--- src/rtl/mgmt_qspi_pkg.sv ---
// Shared opcodes, frame sizes and FSM state encoding for the management QSPI host.
package mgmt_qspi_pkg;

  localparam logic [7:0] OP_WRITE = 8'h02;
  localparam logic [7:0] OP_READ  = 8'h0B;

  localparam int unsigned ADDR_NIBBLES = 6;
  localparam int unsigned DATA_NIBBLES = 4;

  typedef enum logic [3:0] {
    IDLE,
    CS_SETUP,
    OPCODE,
    ADDR,
    WDATA,
    TURNAROUND,
    RDATA,
    CS_HOLD,
    CS_IDLE
  } qspi_host_state_t;

endpackage

--- src/rtl/mgmt_qspi_sck_gen.sv ---
// SCK generator: toggles every CLK_DIV clk cycles while enabled, with
// combinational strobes marking the clk edge on which SCK rises or falls.
module mgmt_qspi_sck_gen #(
  parameter int unsigned CLK_DIV = 2
) (
  input  logic clk,
  input  logic rst_n,
  input  logic i_en,
  output logic o_sck,
  output logic o_rise,
  output logic o_fall
);

  localparam int unsigned PW = $clog2(CLK_DIV + 1);
  localparam logic [PW-1:0] PHASE_LAST = PW'(CLK_DIV - 1);

  logic [PW-1:0] r_phase;
  logic          r_sck;
  logic          w_edge;

  always_comb begin
    w_edge = i_en && (r_phase == PHASE_LAST);
    o_rise = w_edge && !r_sck;
    o_fall = w_edge && r_sck;
    o_sck  = r_sck;
  end

  always_ff @(posedge clk or negedge rst_n) begin
    if (!rst_n) begin
      r_phase <= '0;
      r_sck   <= 1'b0;
    end else if (!i_en) begin
      r_phase <= '0;
      r_sck   <= 1'b0;
    end else if (w_edge) begin
      r_phase <= '0;
      r_sck   <= ~r_sck;
    end else begin
      r_phase <= r_phase + 1'b1;
    end
  end

endmodule

--- src/rtl/mgmt_qspi_host.sv ---
// Quad-SPI host: serialises single-word read/write requests as opcode,
// address, optional dummy cycles and data, in SPI mode 0.
module mgmt_qspi_host
  import mgmt_qspi_pkg::*;
#(
  parameter int unsigned CLK_DIV        = 2,
  parameter int unsigned DUMMY_CYCLES   = 4,
  parameter int unsigned CS_IDLE_CYCLES = 4
) (
  input  logic        clk,
  input  logic        rst_n,
  input  logic        req_valid,
  output logic        req_ready,
  input  logic        req_write,
  input  logic [23:0] req_addr,
  input  logic [15:0] req_wdata,
  output logic        rsp_valid,
  output logic [15:0] rsp_rdata,
  output logic        qspi_sck,
  output logic        qspi_cs_n,
  output logic [3:0]  qspi_dq_out,
  output logic        qspi_dq_oe,
  input  logic [3:0]  qspi_dq_in
);

  localparam int unsigned WAIT_MAX = (CLK_DIV > CS_IDLE_CYCLES) ? CLK_DIV : CS_IDLE_CYCLES;
  localparam int unsigned WW = $clog2(WAIT_MAX + 1);
  localparam int unsigned DW = (DUMMY_CYCLES > 0) ? $clog2(DUMMY_CYCLES + 1) : 1;
  localparam logic [WW-1:0] HOLD_LAST  = WW'(CLK_DIV - 1);
  localparam logic [WW-1:0] IDLE_LAST  = WW'(CS_IDLE_CYCLES - 1);
  localparam logic [DW-1:0] DUMMY_LAST = DW'(DUMMY_CYCLES - 1);

  qspi_host_state_t r_state;
  logic [WW-1:0]    r_wait;
  logic [3:0]       r_nib;
  logic [DW-1:0]    r_dummy;
  logic             r_write;
  logic [43:0]      r_tx;
  logic [15:0]      r_rx;
  logic             r_cs_n, r_oe, r_ready, r_rsp_valid;
  logic [3:0]       r_dq_out;
  logic [15:0]      r_rsp_rdata;

  logic       w_sck_en, w_sck, w_rise, w_fall, w_idle_done;
  logic [7:0] w_op;

  always_comb begin
    w_sck_en    = r_state inside {CS_SETUP, OPCODE, ADDR, WDATA, TURNAROUND, RDATA};
    w_op        = req_write ? OP_WRITE : OP_READ;
    w_idle_done = (CS_IDLE_CYCLES == 0) || (r_wait == IDLE_LAST);
  end

  mgmt_qspi_sck_gen #(.CLK_DIV(CLK_DIV)) u_sck_gen (
    .clk    (clk),
    .rst_n  (rst_n),
    .i_en   (w_sck_en),
    .o_sck  (w_sck),
    .o_rise (w_rise),
    .o_fall (w_fall)
  );

  assign qspi_sck    = w_sck;
  assign qspi_cs_n   = r_cs_n;
  assign qspi_dq_oe  = r_oe;
  assign qspi_dq_out = r_dq_out;
  assign req_ready   = r_ready;
  assign rsp_valid   = r_rsp_valid;
  assign rsp_rdata   = r_rsp_rdata;

  always_ff @(posedge clk or negedge rst_n) begin
    if (!rst_n) begin
      r_state     <= IDLE;
      r_wait      <= '0;
      r_nib       <= '0;
      r_dummy     <= '0;
      r_write     <= 1'b0;
      r_tx        <= '0;
      r_rx        <= '0;
      r_cs_n      <= 1'b1;
      r_oe        <= 1'b0;
      r_ready     <= 1'b0;
      r_rsp_valid <= 1'b0;
      r_dq_out    <= '0;
      r_rsp_rdata <= '0;
    end else begin
      r_rsp_valid <= 1'b0;
      unique case (r_state)
        // Out of reset the CS idle window is timed here before ready rises.
        IDLE: begin
          if (!r_ready) begin
            if (w_idle_done) begin
              r_ready <= 1'b1;
              r_wait  <= '0;
            end else begin
              r_wait <= r_wait + 1'b1;
            end
          end else if (req_valid) begin
            r_ready  <= 1'b0;
            r_write  <= req_write;
            r_cs_n   <= 1'b0;
            r_oe     <= 1'b1;
            r_dq_out <= w_op[7:4];
            r_tx     <= {w_op[3:0], req_addr, req_wdata};
            r_rx     <= '0;
            r_nib    <= '0;
            r_dummy  <= '0;
            r_state  <= CS_SETUP;
          end
        end
        CS_SETUP: if (w_rise) r_state <= OPCODE;
        OPCODE: if (w_fall) begin
          r_dq_out <= r_tx[43:40];
          r_tx     <= {r_tx[39:0], 4'h0};
          if (r_nib == 4'd1) begin
            r_nib   <= '0;
            r_state <= ADDR;
          end else begin
            r_nib <= r_nib + 4'd1;
          end
        end
        ADDR: if (w_fall) begin
          if (r_nib == 4'(ADDR_NIBBLES - 1)) begin
            r_nib <= '0;
            if (r_write) begin
              r_dq_out <= r_tx[43:40];
              r_tx     <= {r_tx[39:0], 4'h0};
              r_state  <= WDATA;
            end else begin
              r_oe     <= 1'b0;
              r_dq_out <= '0;
              r_state  <= (DUMMY_CYCLES > 0) ? TURNAROUND : RDATA;
            end
          end else begin
            r_dq_out <= r_tx[43:40];
            r_tx     <= {r_tx[39:0], 4'h0};
            r_nib    <= r_nib + 4'd1;
          end
        end
        WDATA: if (w_fall) begin
          if (r_nib == 4'(DATA_NIBBLES - 1)) begin
            r_dq_out <= '0;
            r_wait   <= '0;
            r_state  <= CS_HOLD;
          end else begin
            r_dq_out <= r_tx[43:40];
            r_tx     <= {r_tx[39:0], 4'h0};
            r_nib    <= r_nib + 4'd1;
          end
        end
        TURNAROUND: if (w_fall) begin
          if (r_dummy == DUMMY_LAST) begin
            r_dummy <= '0;
            r_state <= RDATA;
          end else begin
            r_dummy <= r_dummy + 1'b1;
          end
        end
        RDATA: begin
          if (w_rise) r_rx <= {r_rx[11:0], qspi_dq_in};
          if (w_fall) begin
            if (r_nib == 4'(DATA_NIBBLES - 1)) begin
              r_wait  <= '0;
              r_state <= CS_HOLD;
            end else begin
              r_nib <= r_nib + 4'd1;
            end
          end
        end
        CS_HOLD: begin
          if (r_wait == HOLD_LAST) begin
            r_cs_n      <= 1'b1;
            r_oe        <= 1'b0;
            r_rsp_valid <= 1'b1;
            r_rsp_rdata <= r_write ? 16'h0000 : r_rx;
            r_wait      <= '0;
            if (CS_IDLE_CYCLES == 0) begin
              r_ready <= 1'b1;
              r_state <= IDLE;
            end else begin
              r_state <= CS_IDLE;
            end
          end else begin
            r_wait <= r_wait + 1'b1;
          end
        end
        CS_IDLE: begin
          if (r_wait == IDLE_LAST) begin
            r_ready <= 1'b1;
            r_wait  <= '0;
            r_state <= IDLE;
          end else begin
            r_wait <= r_wait + 1'b1;
          end
        end
        default: r_state <= IDLE;
      endcase
    end
  end

endmodule

--- config.mk ---
export PLATFORM = sky130hd
export DESIGN_NAME = mgmt_qspi_host
export DESIGN_NICKNAME = d
export VERILOG_FILES = /design/src/rtl/mgmt_qspi_pkg.sv /design/src/rtl/mgmt_qspi_sck_gen.sv /design/src/rtl/mgmt_qspi_host.sv
export SDC_FILE = /design/constraint.sdc
export NUM_CORES = 1
export LEC_CHECK = 0
export CAP_MARGIN = 20
export CORE_MARGIN = 1.5
export CORE_UTILIZATION = 55
export CTS_CLUSTER_DIAMETER = 80
export DETAILED_ROUTE_END_ITERATION = 12
export PLACE_DENSITY = 0.83
export SYNTH_ARGS = -nofsm -noshare
export SYNTH_HDL_FRONTEND = slang
export SYNTH_SLANG_ARGS = --single-unit
--- constraint.sdc ---
create_clock -name clk -period 2.99 [get_ports clk]
set_clock_uncertainty 0.2 [all_clocks]
set_input_delay 0.7475 -clock clk [delete_from_list [all_inputs] [get_ports clk]]
set_output_delay 0.7475 -clock clk [all_outputs]
set_load 0.01 [all_outputs]
# After elaboration in Yosys (flattened, before gate mapping)
# Cells that the tools add are included.
[word_totals] wordCells=164 in_bits=48 ff_bits=102
[op_classes] add_sub_neg=4 eq_ne=36 n_bitwise=1 n_reduce_logical=27 muxes=81
[ops] cell="2-to-1 mux 44 bit" count=8
[ops] cell="one-hot mux 44 bit (4 select lines)" count=1
[ops] cell="2-to-1 mux 4 bit" count=30
[ops] cell="2-to-1 mux 16 bit" count=4
[ops] cell="one-hot mux 16 bit (2 select lines)" count=1
[ops] cell="one-hot mux 4 bit (4 select lines)" count=2
[ops] cell="one-hot mux 4 bit (8 select lines)" count=1
[ops] cell="2-to-1 mux 3 bit" count=9
[ops] cell="inequality test 2 x 1 -> 1 bit, second input constant" count=11
[ops] cell="== test 4 x 3 -> 1 bit, second input constant" count=5
[ops] cell="2-to-1 mux 1 bit" count=18
[ops] cell="inequality test 2 bit, second input constant" count=9
[ops] cell="AND reduction 4 bit" count=4
[ops] cell="AND reduction 7 bit" count=2
[ops] cell="AND reduction 13 bit" count=1
[ops] cell="== test 4 x 2 -> 1 bit, second input constant" count=3
[ops] cell="one-hot mux 3 bit (4 select lines)" count=1
[ops] cell="nonzero test 4 bit" count=3
[ops] cell="== test 4 x 1 -> 1 bit, second input constant" count=2
[ops] cell="AND reduction 8 bit" count=1
[ops] cell="nonzero test 2 bit" count=4
[ops] cell="adder 3 x 1 -> 3 bit, second input constant" count=2
[ops] cell="== test 3 x 2 -> 1 bit, second input constant" count=2
[ops] cell="one-hot mux 3 bit (2 select lines)" count=1
[ops] cell="19 further kinds" count=24

# Logic depth before layout (Yosys ltp)
[depth] word_depth=6 ltp_mapped=9 depth_no_buf=7

# Hierarchy
# A second synthesis with hierarchy kept.
[hier_totals] cells_unflattened=469 hier_area_um2=5153.7
[by_module_without_submodules] mod="mgmt_qspi_host" area_each_um2=5028.6 n_inst=1 cells_per_inst=458
[by_module_without_submodules] mod="mgmt_qspi_sck_gen" area_each_um2=125.1 n_inst=1 cells_per_inst=11

# Worst setup path before layout
# Ideal clock, no wire load.
[synth_timing] kind="input to register" start="input port req_valid" end="register r_tx[10]" cell_stages=6 n_path_buf=1 arrival_ns=2.102 path_slack_ns=0.563 cell_sequence="nand2_1 a21oi_2 o21ai_2 a311oi_4 buf_6 mux2_4"
[synth_between] elab_chain_cells=2
[synth_rtl] item="start, declared" line="mgmt_qspi_host.sv:12" rtl="input logic req_valid,"
[synth_rtl] item="inequality test 2 bit (no line)"
[synth_rtl] item="AND reduction 8 bit (no line)"
[synth_rtl] item="end signal, assigned" line="mgmt_qspi_host.sv:103" rtl="r_tx <= {w_op[3:0], req_addr, req_wdata};"
[synth_rtl] item="end signal, assigned" line="mgmt_qspi_host.sv:113" rtl="r_tx <= {r_tx[39:0], 4'h0};"
[synth_rtl] item="end signal, assigned" line="mgmt_qspi_host.sv:126" rtl="r_tx <= {r_tx[39:0], 4'h0};"
[synth_rtl] item="end, declared" line="mgmt_qspi_host.sv:38" rtl="logic [43:0] r_tx;"
# No other way between the ends.
# A chain may end at the register's enable or synchronous reset.

# Worst setup path in the final report
[layout_timing] start="input port req_valid" end="register r_tx[1]"
# Same word-level chain as after synthesis.

==> results.yml <==
sta:
  timing.fmax_ghz: 0.386
  worstMarginPinSlew_ps: 654
  fin_crit_sh_pct: 86.6
  min_period_ps: 2590
  finalHoldViolCount: 0
  rsz0062_at_grt: "false"
  fin_tns_setup_ps: 0
  final_max_slew_viol_count: 0
  slew_headroom_pct: 55.8
  setup_viol: 0
clock_tree:
  clock_latency_ps: 380
  path_clk_slew_ps: 110
  cts_root_buf: "clkbuf_8"
  cts_sinks: 102
  h-tree-depth: 3
  postCtsHoldBufs: 0
  clock_path_buffers: 2
  cts_buffers: 9
  post_cts_buffers: 0
  tritoncts: "done"
  post_cts_resized: 0
synthesis:
  synth_edf_count: 0
  synth_top_area_share_pct: 48.4
  synth_seq_area_share_pct: 48.9
  synth_mux_area_share_pct: 21.4
  synth-seq-cells: 102
  netlist_instances: 459
  synth_warnings: 0
  async_flop_share_pct: 100
  yosys.area_share.adder_pct: 1.68
  synth_top_family_by_area: "multiplexers"
  ys_top_cells_by_area: "dfrtp_1 48%, mux2_4 11%, mux2_2 9.9%"
  synth_compound_area_share_pct: 7.31
  yosys.area.top_type: "dfrtp_1"
  postSynthAreaPerCell_um2: 11.4
  synth_nets: 514
  synth_cell_type_count: 60
  synth_most_common_cell: "dfrtp_1"
  yosys.area_share.simple_pct: 16.7
  synthXorXnorAreaFrac_pct: 0.168
  synth.top_cells.by_count: "101 x dfrtp_1, 84 x nand2_1, 46 x mux2_2, 38 x mux2_4, 29 x o21ai_0"
  synth_ff_type: "dfrtp_1"
  netlist_area_um2: 5220
route:
  drt_iter0_markers: 158
  vias: 3579
  wl_per_cell_um: 15.6
  drc_errors: 0
  avgViaCountPerCell: 5.41
  antenna_left: 0
  dr.pass1.iters: 4
  wl_um: 10300
critical_path:
  startpoint_type: "input pin"
  cp.arrival_ps: 2660
  crit_path_end_kind: "flop"
  slowest_delay_ps: 450
  crit_family: "buffers and inverters"
  cp_num_buf_inv: 2
  path_class: "input pin to flop"
  crit_slowest_cell: "clkdlybuf4s50_1"
  cp_max_fo: 44
  cp.required_ps: 3060
  crit_chain: "clkdlybuf4s50_1, nand2_1, a21oi_2, o21ai_2, a311oi_4, buf_12, mux2_2"
power:
  p_per_area_nw_per_um2: 1010
  ir_worst_vdd_mv: 0.660
  total_leakage_power_nw: 2.76
floorplanning:
  rows: 35
  initial_core_util_pct: 56.5
  dieHeight_um: 100
  coreArea_um2: 9240
  dieArea_um2: 10100
  io_pins: 73
  die_x_um: 100
final_layout:
  final_core_util_pct: 67.9
  drive_above_1_share_pct: 23.5
  nets: 583
  final_area_um2: 6270
  antenna_cells: 0
  area_growth_pct: 20.2
  n_fill_cell: 662
global_routing:
  grt_max_degree: 66
  grt_pass1_vias: 3591
  antenna_found_initial: 0
  grt_pass1_wl_um: 17100
  overflow: 0
  grt_usage_pct: 21.7
placement:
  hpwl_um: 7130
  gp_congestion: 0.928
  port_buffers: 72
  dpl_cell_area_um2: 6060
outcome:
  outcome: "completed"
worst_hold_path:
  worst_hold_path_type: "input pin to async pin"
flow_run:
  cap_violations: 0
power breakdown:
part           total [W]  internal, W  switching (W)
Sequential       0.00235      0.00189       0.000452
Combinational    0.00307      0.00175        0.00131
Clock           0.000927     0.000407       0.000520
worst reg2reg max path, cell delays in order (launching register included):
cell and delay [ps]:
dfrtp_1 730, or3b_1 450, a21oi_4 160, buf_12 250, mux2_2 400, mux2_2 280
final cells by class:
class | instances | area, um^2 | area share (%)
Multi-Input combinational cell | 321 | 2470 | 39.3
Clock buffer | 9 | 124 | 1.97
Clock inverter | 7 | 91.3 | 1.46
Timing Repair Buffer | 82 | 831 | 13.2
Tap cell | 129 | 161 | 2.57
Inverter | 12 | 45.0 | 0.718
Sequential cell | 102 | 2550 | 40.7
placed cells by master, fill, tap and decap left out, types with 11 or more instances in the layout:
cell type / n
dfrtp_1: 101
nand2_1: 84
clkdlybuf4s50_1: 71
mux2_2: 46
mux2_4: 38
o21ai_0: 29
nand3b_1: 20
nor2_1: 14
inv_1: 11
registers in the layout, indices dropped and copies added (netlist names):
signal / flops
r_dummy: 3
r_state: 4
rsp_rdata: 16
req_ready: 1
r_wait: 3
qspi_cs_n: 1
r_nib: 4
u_sck_gen.o_sck: 1
u_sck_gen.r_phase: 2
qspi_dq_out: 4
rsp_valid: 1
r_rx: 16
qspi_dq_oe: 1
r_tx: 44
r_write: 1
path summary, 6_finish.rpt:
check                            from         to  slack [ps]  cells after the start
max                         req_valid    r_tx[1]         400                      7
min                             rst_n    r_rx[2]         110                      1
max reg2reg                r_state[2]   r_tx[39]         400                      5
min reg2reg                 qspi_cs_n  qspi_cs_n         260                      2
max in group asynchronous       rst_n  qspi_cs_n        1730                      2
min in group clk            qspi_cs_n  qspi_cs_n         260                      2
cell families (layout without fill, tap and decap cells):
logic type / after synthesis / in the layout
buffers and inverters: 36 / 110
flip-flops: 102 / 102
AND/OR/NAND/NOR: 169 / 169
multiplexers: 87 / 87
AO/OA/AOI/OAI: 57 / 57
adder cells (fa/ha/maj): 7 / 7
XOR/XNOR: 1 / 1
per-layer routing:
layer | vias to the layer above | part of all wire [%] | GRT usage, %
li1 | 1726 | - | -
met4 | 0 | 1.3 | 6.72
met5 | - | 0 | 0
met2 | 75 | 49 | 34.8
met3 | 7 | 3.9 | 5.08
met1 | 1771 | 45 | 29.6
per-stage QoR:
step,cells,setup slack [ps],hold slack [ps],total power (W)
floorplan,459,563,250,0.00469
global placement,646,47.0,245,0.00529
detailed placement,646,19.1,251,0.00542
CTS,662,421,117,0.00637
global route,662,242,129,0.00677
finish,662,399,108,0.00634
Note: power is estimated with default switching activity, not from simulation.
